<file path="config.mk">
export PLATFORM = sky130hd
export DESIGN_NAME = mem_bus_ctrl_flat
export DESIGN_NICKNAME = d
export VERILOG_FILES = /design/src/rtl/mem_bus_ctrl_if.sv /design/src/rtl/mem_bus_ctrl.sv /design/src/flat_wrapper.sv
export SDC_FILE = /design/constraint.sdc
export NUM_CORES = 1
export LEC_CHECK = 0
export CORE_UTILIZATION = 40
export DETAILED_ROUTE_END_ITERATION = 12
export GPL_TIMING_DRIVEN = 0
export PLACE_DENSITY = 0.74
export SLEW_MARGIN = 20
export SYNTH_ARGS = -nofsm -noshare
export SYNTH_HDL_FRONTEND = slang
export SYNTH_SLANG_ARGS = --single-unit
export TNS_END_PERCENT = 50
</file>
<file path="constraint.sdc">
create_clock -name clk -period 4.26 [get_ports clk]
set_input_delay 0.852 -clock clk [delete_from_list [all_inputs] [get_ports clk]]
set_output_delay 0.852 -clock clk [all_outputs]
set_load 0.01 [all_outputs]
</file>
<file path="src/rtl/mem_bus_ctrl_if.sv">
`default_nettype none
// ============================================================================
// Module      : mem_bus_ctrl_if
// Description : Bundles the CPU, video and memory-side bus signals of the
//               memory bus controller. The slave modport is the controller's
//               view. The master modport is the view of the surrounding
//               system (CPU, video fetch and memory).
// Revision    : 1.0 - initial release
// ============================================================================
interface mem_bus_ctrl_if #(
  parameter int ADDR_W = 16
);
  // CPU port
  logic [ADDR_W-1:0] cpu_addr;
  logic              cpu_rd_req;
  logic              cpu_rd_ack;
  logic [7:0]        cpu_rd_data;
  logic [7:0]        cpu_wr_data;
  logic              cpu_wr_enable;
  logic              cpu_wr_pending;
  logic              wr_overrun;
  // Video fetch port
  logic [ADDR_W-1:0] vid_addr;
  logic              vid_rd_req;
  logic              vid_rd_ack;
  logic [7:0]        vid_rd_data;
  // Memory port
  logic [ADDR_W-1:0] mem_addr;
  logic              mem_rd_en;
  logic [7:0]        mem_rd_data;
  logic              mem_wr_en;
  logic [7:0]        mem_wr_data;

  modport slave (
    input  cpu_addr, cpu_rd_req, cpu_wr_data, cpu_wr_enable,
    input  vid_addr, vid_rd_req,
    input  mem_rd_data,
    output cpu_rd_ack, cpu_rd_data, cpu_wr_pending, wr_overrun,
    output vid_rd_ack, vid_rd_data,
    output mem_addr, mem_rd_en, mem_wr_en, mem_wr_data
  );

  modport master (
    output cpu_addr, cpu_rd_req, cpu_wr_data, cpu_wr_enable,
    output vid_addr, vid_rd_req,
    output mem_rd_data,
    input  cpu_rd_ack, cpu_rd_data, cpu_wr_pending, wr_overrun,
    input  vid_rd_ack, vid_rd_data,
    input  mem_addr, mem_rd_en, mem_wr_en, mem_wr_data
  );
endinterface
`default_nettype wire

</file>
<file path="src/rtl/mem_bus_ctrl.sv">
`default_nettype none
// ============================================================================
// Module      : mem_bus_ctrl
// Description : Arbitrates CPU byte reads, posted CPU writes (one-entry
//               buffer) and video-fetch reads onto one synchronous
//               single-port memory with MEM_LATENCY read latency.
// Revision    : 1.0 - initial release
// ============================================================================
module mem_bus_ctrl #(
  parameter int MEM_LATENCY = 1,
  parameter int ADDR_W      = 16
) (
  input wire            clk,
  input wire            reset,
  mem_bus_ctrl_if.slave bus
);

  localparam logic [2:0] c_LAT = 3'(MEM_LATENCY);

  typedef enum logic [2:0] {
    S_IDLE  = 3'd0,
    S_WRITE = 3'd1,
    S_READ  = 3'd2,
    S_ACK   = 3'd3,
    S_HOLD  = 3'd4
  } state_t;

  state_t            r_state;
  logic [2:0]        r_lat_cnt;
  logic              r_grant_vid;   // master owning the current read
  logic              r_last_vid;    // master granted most recently

  logic              r_wbuf_valid;
  logic [ADDR_W-1:0] r_wbuf_addr;
  logic [7:0]        r_wbuf_data;
  logic              r_overrun;

  logic              r_cpu_rd_ack;
  logic [7:0]        r_cpu_rd_data;
  logic              r_vid_rd_ack;
  logic [7:0]        r_vid_rd_data;
  logic [ADDR_W-1:0] r_mem_addr;
  logic              r_mem_rd_en;
  logic              r_mem_wr_en;
  logic [7:0]        r_mem_wr_data;

  logic              w_drain;
  logic              w_any_req;
  logic              w_pick_vid;

  // The buffered write leaves the buffer on the edge that exits WRITE.
  assign w_drain    = (r_state == S_WRITE);
  assign w_any_req  = bus.cpu_rd_req | bus.vid_rd_req;
  // Lone requester wins; under contention the master not granted last wins.
  assign w_pick_vid = bus.vid_rd_req & (~bus.cpu_rd_req | ~r_last_vid);

  // Posted-write buffer: accepts a strobe when empty or draining this edge,
  // otherwise drops it and flags a sticky overrun.
  always_ff @(posedge clk or posedge reset) begin
    if (reset) begin
      r_wbuf_valid <= 1'b0;
      r_wbuf_addr  <= '0;
      r_wbuf_data  <= '0;
      r_overrun    <= 1'b0;
    end else begin
      if (bus.cpu_wr_enable && (!r_wbuf_valid || w_drain)) begin
        r_wbuf_valid <= 1'b1;
        r_wbuf_addr  <= bus.cpu_addr;
        r_wbuf_data  <= bus.cpu_wr_data;
      end else if (w_drain) begin
        r_wbuf_valid <= 1'b0;
      end
      if (bus.cpu_wr_enable && r_wbuf_valid && !w_drain) begin
        r_overrun <= 1'b1;
      end
    end
  end

  // Access sequencer: write-first arbitration, fixed-latency read capture,
  // and a one-cycle hold after each ack so masters can update requests.
  always_ff @(posedge clk or posedge reset) begin
    if (reset) begin
      r_state       <= S_IDLE;
      r_lat_cnt     <= '0;
      r_grant_vid   <= 1'b0;
      r_last_vid    <= 1'b1;
      r_cpu_rd_ack  <= 1'b0;
      r_cpu_rd_data <= '0;
      r_vid_rd_ack  <= 1'b0;
      r_vid_rd_data <= '0;
      r_mem_addr    <= '0;
      r_mem_rd_en   <= 1'b0;
      r_mem_wr_en   <= 1'b0;
      r_mem_wr_data <= '0;
    end else begin
      r_cpu_rd_ack <= 1'b0;
      r_vid_rd_ack <= 1'b0;
      r_mem_rd_en  <= 1'b0;
      r_mem_wr_en  <= 1'b0;
      case (r_state)
        S_IDLE: begin
          if (r_wbuf_valid) begin
            r_mem_addr    <= r_wbuf_addr;
            r_mem_wr_data <= r_wbuf_data;
            r_mem_wr_en   <= 1'b1;
            r_state       <= S_WRITE;
          end else if (w_any_req) begin
            r_mem_addr  <= w_pick_vid ? bus.vid_addr : bus.cpu_addr;
            r_mem_rd_en <= 1'b1;
            r_grant_vid <= w_pick_vid;
            r_last_vid  <= w_pick_vid;
            r_lat_cnt   <= c_LAT;
            r_state     <= S_READ;
          end
        end
        S_WRITE: begin
          r_state <= S_IDLE;
        end
        S_READ: begin
          // Counter loaded with the latency at grant; data is valid on the
          // edge that finds it already at zero.
          if (r_lat_cnt == 3'd0) begin
            if (r_grant_vid) begin
              r_vid_rd_data <= bus.mem_rd_data;
              r_vid_rd_ack  <= 1'b1;
            end else begin
              r_cpu_rd_data <= bus.mem_rd_data;
              r_cpu_rd_ack  <= 1'b1;
            end
            r_state <= S_ACK;
          end else begin
            r_lat_cnt <= r_lat_cnt - 3'd1;
          end
        end
        S_ACK: begin
          r_state <= S_HOLD;
        end
        S_HOLD: begin
          r_state <= S_IDLE;
        end
        default: begin
          r_state <= S_IDLE;
        end
      endcase
    end
  end

  assign bus.cpu_rd_ack     = r_cpu_rd_ack;
  assign bus.cpu_rd_data    = r_cpu_rd_data;
  assign bus.cpu_wr_pending = r_wbuf_valid;
  assign bus.wr_overrun     = r_overrun;
  assign bus.vid_rd_ack     = r_vid_rd_ack;
  assign bus.vid_rd_data    = r_vid_rd_data;
  assign bus.mem_addr       = r_mem_addr;
  assign bus.mem_rd_en      = r_mem_rd_en;
  assign bus.mem_wr_en      = r_mem_wr_en;
  assign bus.mem_wr_data    = r_mem_wr_data;

endmodule
`default_nettype wire

</file>
<file path="src/flat_wrapper.sv">
// flat-port wrapper written by rule: the top's interface ports become plain ports
module mem_bus_ctrl_flat 
#(
  parameter int MEM_LATENCY = 1,
  parameter int ADDR_W      = 16
)
  (clk, reset, bus_cpu_addr, bus_cpu_rd_req, bus_cpu_wr_data, bus_cpu_wr_enable, bus_vid_addr, bus_vid_rd_req, bus_mem_rd_data, bus_cpu_rd_ack, bus_cpu_rd_data, bus_cpu_wr_pending, bus_wr_overrun, bus_vid_rd_ack, bus_vid_rd_data, bus_mem_addr, bus_mem_rd_en, bus_mem_wr_en, bus_mem_wr_data);
  mem_bus_ctrl_if #(.ADDR_W(ADDR_W)) bus_i ();
  input wire clk;
  input wire reset;
  input wire logic [$bits(bus_i.cpu_addr)-1:0] bus_cpu_addr;
  input wire logic [$bits(bus_i.cpu_rd_req)-1:0] bus_cpu_rd_req;
  input wire logic [$bits(bus_i.cpu_wr_data)-1:0] bus_cpu_wr_data;
  input wire logic [$bits(bus_i.cpu_wr_enable)-1:0] bus_cpu_wr_enable;
  input wire logic [$bits(bus_i.vid_addr)-1:0] bus_vid_addr;
  input wire logic [$bits(bus_i.vid_rd_req)-1:0] bus_vid_rd_req;
  input wire logic [$bits(bus_i.mem_rd_data)-1:0] bus_mem_rd_data;
  output wire logic [$bits(bus_i.cpu_rd_ack)-1:0] bus_cpu_rd_ack;
  output wire logic [$bits(bus_i.cpu_rd_data)-1:0] bus_cpu_rd_data;
  output wire logic [$bits(bus_i.cpu_wr_pending)-1:0] bus_cpu_wr_pending;
  output wire logic [$bits(bus_i.wr_overrun)-1:0] bus_wr_overrun;
  output wire logic [$bits(bus_i.vid_rd_ack)-1:0] bus_vid_rd_ack;
  output wire logic [$bits(bus_i.vid_rd_data)-1:0] bus_vid_rd_data;
  output wire logic [$bits(bus_i.mem_addr)-1:0] bus_mem_addr;
  output wire logic [$bits(bus_i.mem_rd_en)-1:0] bus_mem_rd_en;
  output wire logic [$bits(bus_i.mem_wr_en)-1:0] bus_mem_wr_en;
  output wire logic [$bits(bus_i.mem_wr_data)-1:0] bus_mem_wr_data;
  assign bus_i.cpu_addr = bus_cpu_addr;
  assign bus_i.cpu_rd_req = bus_cpu_rd_req;
  assign bus_i.cpu_wr_data = bus_cpu_wr_data;
  assign bus_i.cpu_wr_enable = bus_cpu_wr_enable;
  assign bus_i.vid_addr = bus_vid_addr;
  assign bus_i.vid_rd_req = bus_vid_rd_req;
  assign bus_i.mem_rd_data = bus_mem_rd_data;
  assign bus_cpu_rd_ack = bus_i.cpu_rd_ack;
  assign bus_cpu_rd_data = bus_i.cpu_rd_data;
  assign bus_cpu_wr_pending = bus_i.cpu_wr_pending;
  assign bus_wr_overrun = bus_i.wr_overrun;
  assign bus_vid_rd_ack = bus_i.vid_rd_ack;
  assign bus_vid_rd_data = bus_i.vid_rd_data;
  assign bus_mem_addr = bus_i.mem_addr;
  assign bus_mem_rd_en = bus_i.mem_rd_en;
  assign bus_mem_wr_en = bus_i.mem_wr_en;
  assign bus_mem_wr_data = bus_i.mem_wr_data;
  mem_bus_ctrl #(.MEM_LATENCY(MEM_LATENCY), .ADDR_W(ADDR_W)) u_core (.clk(clk), .reset(reset), .bus(bus_i));
endmodule
</file>
==> results_tabular.tex <==
\begin{tabular}{lr}
\hline
Metric & Value \\
\hline
\multicolumn{2}{l}{\textbf{STA}} \\
Final number of max-transition violations & 0 \\
Final setup violating endpoints & 0 \\
Final period demand of the worst path & 2.517 ns \\
Fraction of the cycle the final worst path needs & 59.08\% \\
Worst clock skew & 0.007388 ns \\
Actual transition at the worst max-transition pin & 0.9026 ns \\
Hold Fails Final Rpt & 0 \\
Unrepaired setup endpoints after global routing & false \\
Fmax & 397.3 MHz \\
Headroom to the max-slew limit & 39.36\% \\
Setup Total Neg Slack & 0 ns \\
\multicolumn{2}{l}{\textbf{Critical path}} \\
Length in cells of the worst reg-to-reg path & 4 \\
Crit-path max cell delay & 0.58 ns \\
CP Data Arrival Time & 2.73 ns \\
CP max FO & 10 \\
Startpoint class of the critical path & primary input \\
Worst path slowest cell & buf\_1 \\
Worst Path Class, Setup & primary input to flop \\
Capture instance of the worst register-to-register path & u\_core.bus.mem\_addr[7] \\
WP data required & 4.47 ns \\
Kind of end point of the critical path & flop \\
Worst setup slack for register-to-register paths & 2.19 ns \\
List of cells traversed by the critical path & clkdlybuf4s50\_1 > a21bo\_2 > buf\_2 > buf\_1 > mux2i\_1 > o211ai\_1 \\
Origin of the critical flop-to-flop path & u\_core.r\_state[1] \\
\multicolumn{2}{l}{\textbf{Routing}} \\
First-iteration detailed-routing DRC count & 109 \\
Post-detailed-routing wire length & 7253 um \\
Count of antenna-violating nets left after detailed routing & 0 \\
WL per Instance & 15.70 um \\
DRC violation count after routing & 0 \\
Routed vias & 2389 \\
Detailed-route vias per instance & 5.171 \\
Drt first pass iters & 4 \\
\multicolumn{2}{l}{\textbf{Synth}} \\
Adder-cell share of the synthesized area & 0.7533\% \\
Cell area after synthesis & 3322 um2 \\
Synth area leaders & dfrtp\_1 (58\%), mux2\_2 (16\%), mux2i\_1 (5.4\%), o211ai\_1 (3.6\%), nand3\_1 (2.7\%) \\
Synthesized-area fraction occupied by ao, oa, aoi and oai cells & 8.851\% \\
Area share of the largest cell type after synthesis & 58.00\% \\
Share of synthesized cell area in and, or, nand and nor gates & 5.951\% \\
Yosys warns & 0 \\
Mean cell area of the mapped netlist & 13.45 um2 \\
Sequential-to-total area share from yosys stat & 58.79\% \\
Commonest cells post-synth & dfrtp\_1 (77), mux2\_2 (46), mux2i\_1 (18), nand3\_1 (18), o21ai\_0 (18) \\
Synthesized net count & 302 \\
Yosys top cell by area & dfrtp\_1 \\
Area share of xor/xnor cells in the synthesized design & 0\% \\
Number of standard cells after synthesis & 247 \\
Main synth FF type & dfrtp\_1 \\
Post-synthesis register bit count & 78 \\
Top-count cell post-synth & dfrtp\_1 \\
Count of flip-flops with a built-in enable after synthesis & 0 \\
Largest family of logic cells by synthesized area & multiplexers \\
Proportion of synthesized flip-flops having asynchronous set or reset & 100.0\% \\
Netlist cell types & 33 \\
Portion of netlist area occupied by mux cells & 21.92\% \\
\multicolumn{2}{l}{\textbf{Placement}} \\
Area post-placement & 4461 um2 \\
Placed cells & 448 \\
Number of buffer cells added on primary ports & 98 \\
GPL Wtd Cong & 0.7441 \\
DP Wirelength & 5117 um \\
\multicolumn{2}{l}{\textbf{Global route}} \\
Number of antenna violations at the first check in global routing & 0 \\
Vias in the first global route & 2486 \\
Met3 track utilization from global routing & 4.146\% \\
Met1 Track Usage GR & 22.86\% \\
Remaining global-route overflow & 0 \\
Overall track demand over capacity in global routing & 18.35\% \\
GR peak layer & met2 \\
Met2 capacity usage during global routing & 29.66\% \\
Largest net degree at the start of global routing & 46 \\
Wire length of the first global-routing pass & 12080 um \\
\multicolumn{2}{l}{\textbf{Floorplan}} \\
Rows & 32 \\
Width of the chip & 93.13 um \\
Initial Util & 42.12\% \\
Core area & 7888 um2 \\
Die Y-Extent & 93.13 um \\
Top-level port count & 99 \\
Die Area & 8673 um2 \\
\multicolumn{2}{l}{\textbf{Layout}} \\
Post-route design area & 4614 um2 \\
Non-Filler Instances & 462 \\
Synth-to-layout area growth & 38.91\% \\
Share of final-layout standard cells stronger than drive strength 1 & 21.67\% \\
Core occupancy in the finished layout & 58.50\% \\
Diodes inserted & 0 \\
Total Nets Final & 412 \\
\multicolumn{2}{l}{\textbf{Clock tree}} \\
Cts hold-fix bufs & 0 \\
Max Buffers Root-to-Sink & 2 \\
Clock buffers created by TritonCTS & 9 \\
Root Buffer Master & clkbuf\_8 \\
Number of clock sinks & 78 \\
H-tree depth & 3 \\
Clock Pin Slew Worst Setup and Hold Paths & 0.08 ns \\
\# Post-CTS Setup Buffers & 0 \\
CTS tree & yes \\
Clock latency at the later pin of the worst-skew pair & 0.34 ns \\
Cts repair resizes & 0 \\
\multicolumn{2}{l}{\textbf{Hold path}} \\
Worst Hold Launch & u\_core.r\_last\_vid \\
Min-Delay Path Class & flop to flop \\
Depth of the worst hold-timing path & 2 \\
Hold Path End & u\_core.r\_last\_vid \\
\multicolumn{2}{l}{\textbf{Run status}} \\
Outcome & finished, final reports clean \\
\multicolumn{2}{l}{\textbf{Power}} \\
Static leakage & 1.994 nW \\
Maximum VDD drop & 0.2920 mV \\
Total Power Consumption & 0.003277 W \\
Power per cell area & 710.2 nW/um2 \\
\multicolumn{2}{l}{\textbf{Flow run}} \\
Max-cap violation count & 0 \\
\hline
\end{tabular}
==> routing by layer <==
layer / part of all wire, % / vias to the layer above
met2: 49 / 79
met5: 0 / -
met3: 5.6 / 14
met4: 2.5 / 0
met1: 43 / 1187
li1: - / 1109
==> cell type report <==
cell class / instances / area, um2
fill: 646 / 3273
sequential: 78 / 1953
multi-input combinational: 147 / 1245
timing repair buffer: 99 / 1008
clock buffer: 10 / 127.6
tap: 102 / 127.6
buffer: 14 / 93.84
inverter: 8 / 32.53
clock inverter: 4 / 26.28
==> registers in the layout, indices dropped and copies added, names as in the netlist, 3 cells and up <==
signal and count:
u_core.r_wbuf_addr 16, u_core.bus.cpu_rd_data 8, u_core.r_lat_cnt 3, u_core.r_wbuf_data 8, u_core.r_state 3, u_core.bus.mem_addr 16, u_core.bus.mem_wr_data 8, u_core.bus.vid_rd_data 8
==> through the flow <==
step / hold slack, ns / setup slack, ns
2_1_floorplan: 0.4483 / 1.415
3_3_place_gp: 0.4511 / 0.1233
3_5_place_dp: 0.4709 / 1.355
4_1_cts: 0.4784 / 1.738
5_1_grt: 0.5057 / 1.634
6_report: 0.4757 / 1.743
==> report_power, final <==
part,internal [W],switching (W)
sequential,0.00111,0.000186
combinational,0.000876,0.000653
clock,0.000204,0.000252
==> how the worst max path moves through the flow <==
stage / from / to / slack [ns] / depth (start not counted)
after detailed placement: bus_vid_rd_req / u_core.bus.mem_addr[6] / 1.35 / 6
after global placement: reset / u_core.r_wbuf_addr[7] / 0.12 / 2
after global routing: bus_vid_rd_req / u_core.bus.mem_addr[7] / 1.63 / 6
after CTS: bus_vid_rd_req / u_core.bus.mem_addr[6] / 1.74 / 6
after floorplan: reset / u_core.bus.cpu_rd_ack / 1.41 / 1
final: bus_vid_rd_req / u_core.bus.mem_addr[7] / 1.74 / 6
==> cells in the final DEF, fill, tap and decap left out, types with 5 or more instances in the layout <==
master and count:
dfrtp_1 77, inv_1 7, o211ai_1 16, clkbuf_1 6, nand3_1 18, mux2_2 46
clkdlybuf4s50_1 98, o21ai_0 18, clkbuf_8 9, mux2i_1 18, buf_6 5
==> logic make-up (layout without fill, tap and decap cells) <==
group,count (synthesis),after routing
AO/OA/AOI/OAI,44,44
adder cells (fa/ha/maj),2,2
buffers and inverters,22,135
flip-flops,78,78
multiplexers,66,66
AND/OR/NAND/NOR,35,35
==> worst max-delay path, delay by kind of cell <==
| kind | cells | cell delay (ns) |
|---|---|---|
| buffers and inverters | 3 | 1.30 |
| muxes | 1 | 0.26 |
| AOI/OAI and AO/OA | 2 | 0.31 |
No activity file was read; power rests on OpenSTA's default activity.
